<file path="src/rtl/indication_pipe_arbiter.sv">
// -----------------------------------------------------------------------------
// indication_pipe_arbiter
//
// Purpose:
//   This block shares one host-bound indication pipe between NUM_REQ sources.
//   A round-robin arbiter picks one source whose payload is pending. The
//   payload is tagged with (source index + 1) and registered into a one-deep
//   output stage that drives the pipe enq method. Tag 0 is reserved and is
//   never emitted.
//
// Ports:
//   CLK           in   1               clock, all logic on the rising edge
//   nRST          in   1               synchronous reset, active-low
//   req_valid     in   NUM_REQ         source i has a message pending
//   req_data      in   NUM_REQ*DATA_W  payload i at [i*DATA_W +: DATA_W]
//   req_ready     out  NUM_REQ         one-hot; source i consumed this cycle
//   pipe_enq_ena  out  1               output message valid (registered)
//   pipe_enq_v    out  TAG_W+DATA_W    {tag, data}
//   pipe_enq_rdy  in   1               pipe accepts the message this cycle
//
// Optional feature, macro INDICATION_PIPE_ARBITER_STATS_EN:
//   stat_grants   out  NUM_REQ*16      per-source transfer counters (wrap)
//   stat_stalls   out  16              cycles with out_valid && !pipe_enq_rdy
// -----------------------------------------------------------------------------
module indication_pipe_arbiter #(
    parameter int NUM_REQ = 4,
    parameter int DATA_W  = 32,
    parameter int TAG_W   = 16
) (
    input  logic                      CLK,
    input  logic                      nRST,
    input  logic [NUM_REQ-1:0]        req_valid,
    input  logic [NUM_REQ*DATA_W-1:0] req_data,
    output logic [NUM_REQ-1:0]        req_ready,
    output logic                      pipe_enq_ena,
    output logic [TAG_W+DATA_W-1:0]   pipe_enq_v,
    input  logic                      pipe_enq_rdy
`ifdef INDICATION_PIPE_ARBITER_STATS_EN
    ,
    output logic [NUM_REQ*16-1:0]     stat_grants,
    output logic [15:0]               stat_stalls
`endif
);

    localparam int PTR_W = $clog2(NUM_REQ);

    logic                    out_valid_q, out_valid_d;
    logic [TAG_W+DATA_W-1:0] out_msg_q,   out_msg_d;
    logic [PTR_W-1:0]        rr_ptr_q,    rr_ptr_d;

    logic [DATA_W-1:0]       req_data_arr [NUM_REQ];
    logic                    grant_found;
    logic [PTR_W-1:0]        grant_idx;
    logic                    load_en;
    logic                    do_load;

    for (genvar gi = 0; gi < NUM_REQ; gi++) begin : g_unpack
        assign req_data_arr[gi] = req_data[gi*DATA_W +: DATA_W];
    end

    // Scan from rr_ptr upward modulo NUM_REQ; first valid source wins.
    always_comb begin
        logic [PTR_W:0] cand;
        grant_found = 1'b0;
        grant_idx   = '0;
        cand        = '0;
        for (int k = 0; k < NUM_REQ; k++) begin
            cand = {1'b0, rr_ptr_q} + (PTR_W+1)'(k);
            if (cand >= (PTR_W+1)'(NUM_REQ)) begin
                cand = cand - (PTR_W+1)'(NUM_REQ);
            end
            if (!grant_found && req_valid[cand[PTR_W-1:0]]) begin
                grant_found = 1'b1;
                grant_idx   = cand[PTR_W-1:0];
            end
        end
    end

    // Output stage can take a new message when empty or draining this cycle.
    // nRST gates the grant so no source is consumed during a reset cycle.
    assign load_en   = !out_valid_q || pipe_enq_rdy;
    assign do_load   = nRST && load_en && grant_found;
    assign req_ready = do_load ? (NUM_REQ'(1) << grant_idx) : '0;

    always_comb begin
        out_valid_d = out_valid_q;
        out_msg_d   = out_msg_q;
        rr_ptr_d    = rr_ptr_q;
        if (do_load) begin
            // A load replaces any message draining in the same cycle.
            out_valid_d = 1'b1;
            out_msg_d   = {TAG_W'(grant_idx) + TAG_W'(1), req_data_arr[grant_idx]};
            rr_ptr_d    = (grant_idx == PTR_W'(NUM_REQ-1)) ? '0 : grant_idx + PTR_W'(1);
        end else if (out_valid_q && pipe_enq_rdy) begin
            out_valid_d = 1'b0;
        end
    end

    always_ff @(posedge CLK) begin
        if (!nRST) begin
            out_valid_q <= 1'b0;
            out_msg_q   <= '0;
            rr_ptr_q    <= '0;
        end else begin
            out_valid_q <= out_valid_d;
            out_msg_q   <= out_msg_d;
            rr_ptr_q    <= rr_ptr_d;
        end
    end

    assign pipe_enq_ena = out_valid_q;
    assign pipe_enq_v   = out_msg_q;

`ifdef INDICATION_PIPE_ARBITER_STATS_EN
    logic [15:0] stat_stalls_q, stat_stalls_d;

    for (genvar gi = 0; gi < NUM_REQ; gi++) begin : g_stat_grant
        logic [15:0] grant_cnt_q, grant_cnt_d;

        always_comb begin
            grant_cnt_d = grant_cnt_q;
            if (do_load && (grant_idx == PTR_W'(gi))) begin
                grant_cnt_d = grant_cnt_q + 16'd1;
            end
        end

        always_ff @(posedge CLK) begin
            if (!nRST) begin
                grant_cnt_q <= '0;
            end else begin
                grant_cnt_q <= grant_cnt_d;
            end
        end

        assign stat_grants[gi*16 +: 16] = grant_cnt_q;
    end

    always_comb begin
        stat_stalls_d = stat_stalls_q;
        if (out_valid_q && !pipe_enq_rdy) begin
            stat_stalls_d = stat_stalls_q + 16'd1;
        end
    end

    always_ff @(posedge CLK) begin
        if (!nRST) begin
            stat_stalls_q <= '0;
        end else begin
            stat_stalls_q <= stat_stalls_d;
        end
    end

    assign stat_stalls = stat_stalls_q;
`else
    // Statistics counters are not built in this configuration.
`endif

endmodule
</file>
<file path="config.mk">
export PLATFORM = sky130hd
export DESIGN_NAME = indication_pipe_arbiter
export DESIGN_NICKNAME = d
export VERILOG_FILES = /design/src/rtl/indication_pipe_arbiter.sv
export SDC_FILE = /design/constraint.sdc
export NUM_CORES = 1
export LEC_CHECK = 0
export CORE_MARGIN = 1
export CORE_UTILIZATION = 35
export DETAILED_ROUTE_END_ITERATION = 7
export GPL_ROUTABILITY_DRIVEN = 0
export PLACE_DENSITY = 0.87
export SLEW_MARGIN = 10
export SYNTH_ARGS = -nofsm -noshare
export SYNTH_HDL_FRONTEND = slang
export SYNTH_SLANG_ARGS = --single-unit
</file>
<file path="constraint.sdc">
create_clock -name CLK -period 2.2 [get_ports CLK]
set_input_delay 0.44 -clock CLK [delete_from_list [all_inputs] [get_ports CLK]]
set_output_delay 0.44 -clock CLK [all_outputs]
set_load 0.005 [all_outputs]
</file>
# [Yosys cells after proc, flatten, opt, wreduce, memory -nomap -nowiden]
# Index checks and enable logic that the tools add are counted.
[word_totals] reg_bits=51 mem_bits_rw=0 out_inout_bits=53 mem_count=0 romBits=0 word_cells=63 in_bits=135 latchBits=0
[classes] shift=1 mux=27 n_eq_ne=1 reduce_logical=12 mul=0 addsub=9 bitwise_logic=1 order_cmp=9 div=0
[op_table] cell="$bmux W32 S2" n=1
[op_table] cell="$mux W32" n=2
[op_table] cell="$mux W2" n=9
[op_table] cell="$ge A3 B3 Y1 const B" n=4
[op_table] cell="$lt A2 B3 Y1 const B" n=4
[op_table] cell="$mux W1" n=10
[op_table] cell="$bmux W1 S2" n=4
[op_table] cell="$sub A2 B1 Y2 const B" n=4
[op_table] cell="$add A2 B1 Y3 const B" n=2
[op_table] cell="$add A2 B2 Y3 const B" n=2
[op_table] cell="$logic_and A1 B1 Y1" n=6
[op_table] cell="$logic_not A1 Y1" n=4
[op_table] cell="$mux W4" n=1
[op_table] cell="$shl A1 B2 Y4 const A" n=1
[op_table] cell="$ge A2 B3 Y1 const B" n=1
[op_table] cell="$not A2 Y3" n=1
[op_table] cell="$add A2 B1 Y2 const B" n=1
[op_table] cell="$eq A2 B2 Y1 const B" n=1
[op_table] cell="$reduce_bool A2 Y1" n=1
[op_table] cell="$logic_or A1 B1 Y1" n=1

# [Depth between registers and ports, before layout]
# Gate-level depths: netlist (run 1).
[depth] word_depth=18 depth_mapped=8 mapped_depth_nobuf=5

# [Least setup slack after synthesis (run 1)]
# Ideal clock, no wire load.
[synth_path] path_type="input port to output port" from="in req_valid[0]" to="out req_ready[1]" stages=6 path_slack_ns=0.476 required_ns=1.760 arrival_ns=1.284 n_path_buf=1 path_cell_list="a21o_1 -> a21boi_1 -> o22ai_2 -> nand2_1 -> buf_4 -> nor2_1"
[synth_via] elab_chain_len=14 elab_cells_between_ends=25 classes_between="shift (1); mux (17); reduce/logical (7)"
[synth_rtl] item="from (decl)" line_no="32" text="input logic [NUM_REQ-1:0] req_valid,"
[synth_rtl] item="$bmux W1 S2" line_no="72" text="if (!grant_found && req_valid[cand[PTR_W-1:0]]) begin"
[synth_rtl] item="$mux W1 (implied by the code)" line_no="72"
[synth_rtl] item="$mux W1" line_no="72"
[synth_rtl] item="$logic_not A1 Y1" line_no="72"
[synth_rtl] item="$logic_and A1 B1 Y1" line_no="72"
[synth_rtl] item="$mux W1" line_no="72"
[synth_rtl] item="$logic_not A1 Y1" line_no="72"
[synth_rtl] item="$logic_and A1 B1 Y1" line_no="72"
[synth_rtl] item="$mux W1" line_no="72"
[synth_rtl] item="$logic_not A1 Y1" line_no="72"
[synth_rtl] item="$logic_and A1 B1 Y1" line_no="72"
[synth_rtl] item="$mux W2 / $mux W1 (equally long branches)" line_no="72"
[synth_rtl] item="$shl A1 B2 Y4 / $logic_and A1 B1 Y1 (equally long branches)" line_no="83, 82"
[synth_rtl] item="$mux W4 (*)" line_no="83" text="assign req_ready = do_load ? (NUM_REQ'(1) << grant_idx) : '0;"
[synth_rtl] item="to (decl)" line_no="34" text="output logic [NUM_REQ-1:0] req_ready,"
# Every way passes the cells marked *; elsewhere a longest branch is shown, timed or not. The select of a mux whose other input is x is not followed.

# [Final worst setup path (run 1)]
[layout_path] from="reg rr_ptr_q[0]" to="out req_ready[2]"
[layout_via] elab_chain_len=16 elab_cells_between_ends=40 classes_between="add/sub (7); order compare (4); shift (1); mux (21); reduce/logical (7)"
[layout_rtl] item="from (decl)" line_no="49" text="logic [PTR_W-1:0] rr_ptr_q, rr_ptr_d;"
[layout_rtl] item="from (signal assigned)" line_no="107" text="rr_ptr_q <= rr_ptr_d;"
[layout_rtl] item="parallel branches: the longest is 15 deep, another holds $add A2 B1 Y3"
[layout_rtl] item="$mux W4 (*)" line_no="83"
# Every way passes the cells marked *. The select of a mux whose other input is x is not followed.

==> impl_metrics.toml, run 1 <==
[status]
status = "complete, no violations"

[synthesis]
synth-xor-area-share_pct = 0
synth_mux_area_share_pct = 14.0
synth-async-reset-ratio_pct = 0
synth_cell_types = 38
synth-simple-area-share_pct = 11.1
synth_top_family_by_area = "compound AO/OA/AOI/OAI gates"
ys.flop_type = "dfxtp_1"
ys_ff_latch = 37
syn_area_per_cell_sq_um = 10.5
synthCells = 251
synth_edf_count = 0
ys_warn_count = 0
synthAdderAreaFrac_pct = 0
ys_seq_area_share_pct = 28.1
syn_area_sq_um = 2640
synth_compound_area_share_pct = 32.4

[drt]
drt_iter0_markers = 53
vias_per_cell = 5.21
vias = 2796
wl_per_cell_microns = 16.4
drtAntennaViolNets = 0
drc = 0
drt_pass1_iterations = 5
finalWirelength_microns = 8800

[die]
die_area_sq_um = 7890
coreArea_sq_um = 7250
row_count = 31
fp.dieH_microns = 88.8
die_width_microns = 88.8
initial_core_util_pct = 36.4
io_pins = 188

[critical_path]
cp_num_buf_inv = 3
slowest_stage = "dfxtp_4"
startpoint = "rr_ptr_q[0]$_SDFFE_PN0P_"
cp.arrival_ps = 1720
worst-path-max-fanout = 7
rrSetupSlack_ps = 420
path_delay_family = "buffers and inverters"
rr_worst_depth = 8
worst_setup_path_end_kind = "output port"
cp.depth = 8
start_kind = "register"
cp_data_required_time_ps = 1760
rr_startpoint = "rr_ptr_q[0]$_SDFFE_PN0P_"
crit_type = "reg2out"
cpMostUsedCell = "buf_4"
worstSetupEndpoint = "req_ready[2]"
r2r-end = "pipe_enq_v[1]$_SDFFE_PN0P_"
cp_cell_sequence = "nor2b_4, a21oi_2, o211ai_1, buf_4, buf_4, nand2_1, nor2_1, dlygate4sd2_1"
worst_path_largest_cell_delay_ps = 380

[timing]
setup_viol = 0
worst_pin_slew_ps = 521
hold_viol_final = 0
slew_headroom_pct = 65.2
fin_crit_sh_pct = 98.3
fin_tns_setup_ps = 0
timing.fmax_mhz = 463
fin_crit_ps = 2160
skew_ps = 2.75
maxSlewViolCount = 0

[power]
peakVddDrop_uv = 351
powerDensity_nw_per_um2 = 537
p_comb_share_pct = 42.3
swShare_pct = 27.9
p_total_w = 0.00249
p_int_w = 0.00180
p_seq_share_pct = 33.2
p_sw_w = 0.000697
clockPowerShare_pct = 24.5
cellLeakagePower_nw = 1.85

[hold_path]
hold_start = "pipe_enq_v[34]$_SDFFE_PN0P_"
hold_path.class = "reg2reg"

[global_route]
grt_max_degree = 37
grt_pass1_wl_microns = 13100
grt_usage_pct = 21.5
grt_overflow = 0
grt_antenna_before_repair = 0
grt_pass1_vias = 2794

[finish]
diodes = 0
design_area_sq_um = 4650
drive_gt1_share_pct = 22.6
nets = 572
final_common_cell = "clkdlybuf4s50_1"
area_growth_pct = 76.1
final_cell_mix = "clkdlybuf4s50_1, mux2i_1, dfxtp_1"
final_cells = 537
fin_util_pct = 64.1

[clocking]
clk_latency_ps = 280
clk_pin_slew_worst_paths_ps = 70
cts_tree = "yes"
root_buffer = "clkbuf_8"
cts_buffers = 5
clockBufferDepth = 2
cts_max_level = 2
cts.sinks = 37

[placement]
dp_hpwl_microns = 6680
dp_cells = 520
io_buffers = 174
place_area_sq_um = 4460

[job]
cap_violations = 0
==> cell usage after synthesis (2+ instances only) <==
cell / number / area, sq um
dfxtp_1: 37 / 741
mux2i_1: 37 / 370
nand3_1: 33 / 165
o221ai_2: 22 / 330
a22oi_2: 19 / 238
buf_4: 19 / 143
o221ai_1: 12 / 105
nand2_1: 8 / 30.0
a22oi_1: 7 / 52.6
nor2_1: 6 / 22.5
buf_12: 5 / 100
inv_1: 4 / 15.0
a21oi_1: 3 / 15.0
and3_1: 3 / 18.8
buf_2: 3 / 15.0
buf_6: 3 / 33.8
clkbuf_1: 3 / 11.3
and2_1: 2 / 12.5
dlygate4sd1_1: 2 / 17.5
dlygate4sd3_1: 2 / 20.0
nand2b_1: 2 / 12.5
nor2b_1: 2 / 12.5
o21a_1: 2 / 15.0
==> cells by family after synthesis <==
| group | count (synthesis) |
|---|---|
| other cells | 1 |
| simple gates | 58 |
| buf+inv | 43 |
| flops | 37 |
| compound gates | 75 |
| mux | 37 |
==> how the worst min path moves through the flow <==
stage	end	slack, ps	depth (start not counted)
after floorplan	pipe_enq_v[34]$_SDFFE_PN0P_	450	2
after global placement	pipe_enq_v[34]$_SDFFE_PN0P_	450	2
after detailed placement	pipe_enq_v[34]$_SDFFE_PN0P_	470	2
after CTS	pipe_enq_v[34]$_SDFFE_PN0P_	480	2
after global routing	pipe_enq_v[5]$_SDFFE_PN0P_	500	2
final	pipe_enq_v[34]$_SDFFE_PN0P_	470	2
==> tightest hold or removal path: stages (launching register included) <==
cell and delay [ps]:
dfxtp_1 310, nand2_1 50, a21oi_1 60
==> what timing repair did <==
item                       4_1_cts  5_1_grt
setup buffers                    6        3
resized for setup               20        3
setup endpoints to repair        4        3
pin swaps                        3        1
hold buffers                     0        0
==> power groups by stage <==
| stage | logic (W) | registers (W) | clock network, W |
|---|---|---|---|
| floorplan | 0.000502 | 0.000843 | 0 |
| global placement | 0.00101 | 0.000836 | 0 |
| detailed placement | 0.00104 | 0.000841 | 0 |
| CTS | 0.00105 | 0.000827 | 0.000631 |
| global route | 0.00113 | 0.000840 | 0.000664 |
| finish | 0.00105 | 0.000827 | 0.000612 |
==> state kept, by name, summed over array words and instances, names as in the netlist <==
name / flops
pipe_enq_v: 34
pipe_enq_ena: 1
rr_ptr_q: 2
==> metrics by stage <==
step                      worst slack [ps]  hold slack, ps
final                                 38.0             473
after global routing                 -12.1             504
after CTS                             7.84             476
after detailed placement              -638             465
after global placement                -482             449
after floorplan                        476             451
==> layer usage <==
| layer | global-route usage, % | wire [microns] | vias to the layer above | share of wire, % |
|---|---|---|---|---|
| li1 | - | - | 1331 | - |
| met1 | 22.8 | 3310 | 1322 | 38 |
| met2 | 39.8 | 4630 | 125 | 53 |
| met3 | 6.34 | 694 | 18 | 7.9 |
| met4 | 8.36 | 164 | 0 | 1.9 |
| met5 | 0 | 0 | - | 0 |
==> final cells by class <==
class	count	area [sq um]
well taps	99	124
flip-flops and latches	37	746
clock buffers	7	86.3
fillers	592	2610
clock inverters	1	30.0
multi-input cells	183	1610
inverters	4	15.0
repair buffers	206	2040
(Power assumes the default switching activity.)
==> run 2, diff against run 1 <==
--- a/config.mk
+++ b/config.mk
@@ -9,6 +9,7 @@
 export CORE_UTILIZATION = 35
 export DETAILED_ROUTE_END_ITERATION = 7
 export GPL_ROUTABILITY_DRIVEN = 0
+export MAX_ROUTING_LAYER = met4
 export PLACE_DENSITY = 0.87
 export SLEW_MARGIN = 10
 export SYNTH_ARGS = -nofsm -noshare
==> run 2 against run 1 <==
  * Combinational power barely moved
  * Sequential power barely moved
  * Setup slack improved by 3.6 ps
  * Non-clock buffer count did not move
  * Sequential share of layout area did not move
  * Clock power barely moved
  * Critical endpoint unchanged
  * Largest power group unchanged
==> impl_metrics.toml, run 2 (synthesis results as in run 1) <==
[critical_path]
crit_type = "in2out"
cp_data_required_time_ps = 1760
slowest_stage = "clkdlybuf4s50_1"
startpoint = "pipe_enq_rdy"
worst-path-max-fanout = 3
cp.arrival_ps = 1720
start_kind = "primary input"
rr_startpoint = "rr_ptr_q[0]$_SDFFE_PN0P_"
worst_path_largest_cell_delay_ps = 460
worst_setup_path_end_kind = "output port"
cp_cell_sequence = "clkdlybuf4s50_1, nand2b_4, and3_4, buf_4, nand2_1, nor2_1, dlygate4sd2_1"

[power]
p_seq_share_pct = 33.2
powerDensity_nw_per_um2 = 536
p_int_w = 0.00180
clockPowerShare_pct = 24.5
p_comb_share_pct = 42.3
swShare_pct = 27.9
p_sw_w = 0.000695
cellLeakagePower_nw = 1.85
peakVddDrop_uv = 350

[finish]
area_growth_pct = 76.1
regArea_sq_um = 746
final_cells = 537
fin_util_pct = 64.1
final_cell_mix = "clkdlybuf4s50_1, mux2i_1, dfxtp_1"
nets = 572
largest_reg_flops = 34
fill_cells = 592
drive_gt1_share_pct = 22.6
multi_input_area_sq_um = 1610
final_common_cell = "clkdlybuf4s50_1"
diodes = 0

[timing]
fin_crit_ps = 2160
slew_headroom_pct = 65.0
worst_pin_slew_ps = 525
hold_viol_final = 0
timing.fmax_mhz = 463
fin_crit_sh_pct = 98.1
maxSlewViolCount = 0
setup_viol = 0
skew_ps = 3.09

[die]
die_width_microns = 88.8
fp.dieH_microns = 88.8
initial_core_util_pct = 36.4
die_area_sq_um = 7890
coreArea_sq_um = 7250
io_pins = 188
row_count = 31

[clocking]
clk_pin_slew_worst_paths_ps = 70
root_buffer = "clkbuf_8"
clk_latency_ps = 280
cts_tree = "yes"
cts.sinks = 37
cts-hold-fix-buffers = 0
cts_max_level = 2
clockBufferDepth = 2
cts_buffers = 5

[job]
cap_violations = 0

[drt]
drt_pass1_iterations = 5
vias = 2783
vias_per_cell = 5.18
drt_iter0_markers = 44
drtAntennaViolNets = 0
wl_per_cell_microns = 16.3
finalWirelength_microns = 8780
drc = 0

[global_route]
grt_max_degree = 37
grt_antenna_before_repair = 0
grt_pass1_wl_microns = 13100
grt_pass1_vias = 2792
grt_overflow = 0
grt_usage_pct = 22.2

[hold_path]
hold_start = "pipe_enq_v[34]$_SDFFE_PN0P_"
hold_path.class = "reg2reg"

[status]
status = "complete, no violations"

[placement]
dp_cells = 520
io_buffers = 174
dp_hpwl_microns = 6680
-- run 2: worst paths after layout --
| kind | to | slack, ps | depth (start not counted) |
|---|---|---|---|
| worst max-delay path | req_ready[2] | 40 | 7 |
| worst min-delay path | pipe_enq_v[34]$_SDFFE_PN0P_ | 480 | 2 |
| worst max register to register | pipe_enq_v[1]$_SDFFE_PN0P_ | 420 | 8 |
| worst min register to register | pipe_enq_v[34]$_SDFFE_PN0P_ | 480 | 2 |
-- run 2: per-layer routing --
metal / part of all wire, % / wire (microns) / global-route usage, % / up-vias
li1: - / - / - / 1331
met1: 39 / 3400 / 23.4 / 1311
met2: 52 / 4610 / 39.8 / 121
met3: 6.9 / 603 / 5.32 / 20
met4: 1.8 / 162 / 8.36 / 0
met5: 0 / 0 / - / -
-- run 2: layout make-up --
cell class | instances | area share, %
Timing Repair Buffer | 206 | 43.9
Multi-Input combinational cell | 183 | 34.5
Sequential cell | 37 | 16.0
Tap cell | 99 | 2.66
Clock buffer | 7 | 1.86
Clock inverter | 1 | 0.646
Inverter | 4 | 0.323
-- run 2: critical path: cells and delay by family --
family	cells	cell delay [ps]
buffers and inverters	3	800
AND/OR/NAND/NOR	4	480
-- run 2: what timing repair did --
action | CTS | global route
buffers inserted | 6 | 3
pin swaps | 3 | 1
gates resized for setup | 20 | 3
setup endpoints to repair | 4 | 3
-- run 2: through the flow --
stage | total power (W) | hold WS (ps) | TNS [ps] | setup WS, ps | instance area [sq um]
3_5_place_dp | 0.00188 | 465 | -8200 | -638 | 4460
3_3_place_gp | 0.00185 | 449 | -5310 | -482 | 4460
4_1_cts | 0.00251 | 476 | 0 | 7.84 | 4610
2_1_floorplan | 0.00134 | 451 | 0 | 476 | 2680
6_report | 0.00249 | 477 | 0 | 41.6 | 4650
5_1_grt | 0.00263 | 504 | -12.1 | -12.1 | 4650
-- run 2: power groups by stage --
stage	sequential [W]	combinational, W	clock (W)
global placement	0.000836	0.00101	0
CTS	0.000827	0.00105	0.000631
global route	0.000840	0.00113	0.000664
finish	0.000828	0.00105	0.000610
detailed placement	0.000841	0.00104	0
floorplan	0.000843	0.000502	0
==> run 3, diff against run 2 <==
--- a/config.mk
+++ b/config.mk
@@ -15,3 +15,4 @@
 export SYNTH_ARGS = -nofsm -noshare
 export SYNTH_HDL_FRONTEND = slang
 export SYNTH_SLANG_ARGS = --single-unit
+export TNS_END_PERCENT = 5
==> run 3 against run 2 <==
  * The run now ends with setup timing left
  * Setup slack worse by 92 ps
  * Sequential power about the same
  * Core utilization down 0.14 points
  * Die area unchanged
  * Hold slack worse by 7.8 ps
  * First-iteration DRC count grew 34%
  * Wire length is 0.42% higher
  * Flip-flop and latch count unchanged
  * Via count rose by 0.83%
  * Critical path type unchanged
==> impl_metrics.toml, run 3 (synthesis results as in run 1) <==
[finish]
nets = 569
final_common_cell = "clkdlybuf4s50_1"
largest_reg_flops = 34
diodes = 0
final_cell_mix = "clkdlybuf4s50_1, mux2i_1, dfxtp_1"
fin_util_pct = 63.9
drive_gt1_share_pct = 22.5
area_growth_pct = 75.8

[drt]
finalWirelength_microns = 8810
wl_per_cell_microns = 16.5
vias = 2806
drtAntennaViolNets = 0
drc = 0
drt_iter0_markers = 59
vias_per_cell = 5.25
drt_pass1_iterations = 4

[timing]
skew_ps = 4.92
maxSlewViolCount = 0
setup_slack_ps = -50.6
setup_viol = 1
timing.fmax_mhz = 444
worst_pin_slew_ps = 526
fin_crit_sh_pct = 102
fin_crit_ps = 2250
fin_tns_setup_ps = -50.6
slew_headroom_pct = 65.0
grt_setup_unrepaired = "true"
hold_viol_final = 0

[die]
die_area_sq_um = 7890
io_pins = 188
fp.dieH_microns = 88.8
coreArea_sq_um = 7250
row_count = 31
initial_core_util_pct = 36.4
die_width_microns = 88.8

[global_route]
grt_pass1_vias = 2747
grt_max_degree = 37
grt_pass1_wl_microns = 13000
grt_antenna_before_repair = 0
grt_overflow = 0
grt_usage_pct = 22.0

[clocking]
root_buffer = "clkbuf_8"
cts_max_level = 2
clk_pin_slew_worst_paths_ps = 70
cts_buffers = 5
clk_latency_ps = 280
clockBufferDepth = 2
cts_tree = "yes"
cts.sinks = 37

[critical_path]
path_delay_family = "buffers and inverters"
cp_cell_sequence = "clkdlybuf4s15_2, nor2b_2, o21ai_2, o211ai_1, buf_4, buf_4, nand2_1, nor2_1, dlygate4sd2_1"
cp.arrival_ps = 1810
cp_num_buf_inv = 4
worst-path-max-fanout = 7
start_kind = "primary input"
cp_data_required_time_ps = 1760
cpMostUsedCell = "buf_4"
slowest_stage = "dlygate4sd2_1"
worst_setup_path_end_kind = "output port"
worst_path_largest_cell_delay_ps = 260
rr_worst_depth = 8
cp.depth = 9
crit_type = "in2out"

[placement]
io_buffers = 174
dp_hpwl_microns = 6680
dp_slack_ps = -638

[hold_path]
worst_hold_path.num_cells = 2
hold_path.class = "reg2reg"

[power]
cellLeakagePower_nw = 1.87
peakVddDrop_uv = 348
p_total_w = 0.00249
powerDensity_nw_per_um2 = 536

[status]
failed_checks = "setup timing"
status = "complete, but fails checks"

[job]
cap_violations = 0
run 3: area by class of cell:
cell class	instances	area (sq um)
inverters	4	15.0
fillers	595	2620
clock buffers	7	86.3
flip-flops and latches	37	746
repair buffers	203	2030
well taps	99	124
multi-input cells	183	1610
clock inverters	1	30.0
run 3: metal layers:
layer	track usage [%]	part of all wire [%]	vias to the layer above
met1	23.4	38	1327
li1	-	-	1321
met4	7.48	1.8	0
met2	39.7	53	140
met5	-	0	-
met3	5.41	7.5	18
run 3: per-stage QoR:
stage                     hold WS, ps  std cells  area (sq um)
after floorplan                   451        263          2680
after global placement            449        520          4460
after detailed placement          465        520          4460
after CTS                         476        531          4600
after global routing              498        534          4640
final                             469        534          4640
run 3: path summary, 6_finish.rpt:
path | slack, ps | endpoint | from
hold / removal | 470 | pipe_enq_v[34]$_SDFFE_PN0P_ | pipe_enq_v[34]$_SDFFE_PN0P_
setup / recovery | -50 | req_ready[2] | req_valid[2]
hold reg to reg | 470 | pipe_enq_v[34]$_SDFFE_PN0P_ | pipe_enq_v[34]$_SDFFE_PN0P_
setup reg to reg | 430 | pipe_enq_v[1]$_SDFFE_PN0P_ | rr_ptr_q[0]$_SDFFE_PN0P_
run 3: what timing repair did:
item,CTS,global route
pin swaps,3,1
setup endpoints to repair,4,2
hold buffers,0,0
buffers inserted,3,3
resized for setup,15,9
run 3: worst reg2reg max path: cells and delay by family, from the launching register on:
kind | cells | cell delay, ps
buffers and inverters | 3 | 380
AO/OA/AOI/OAI | 3 | 470
AND/OR/NAND/NOR | 2 | 400
flip-flops | 1 | 380
run 3: where the power goes:
part	internal, W	leakage, nW	switching [W]
logic	0.000651	1.50	0.000399
clock network	0.000370	0.0585	0.000240
registers	0.000771	0.308	0.0000569
total	0.00179	1.87	0.000696
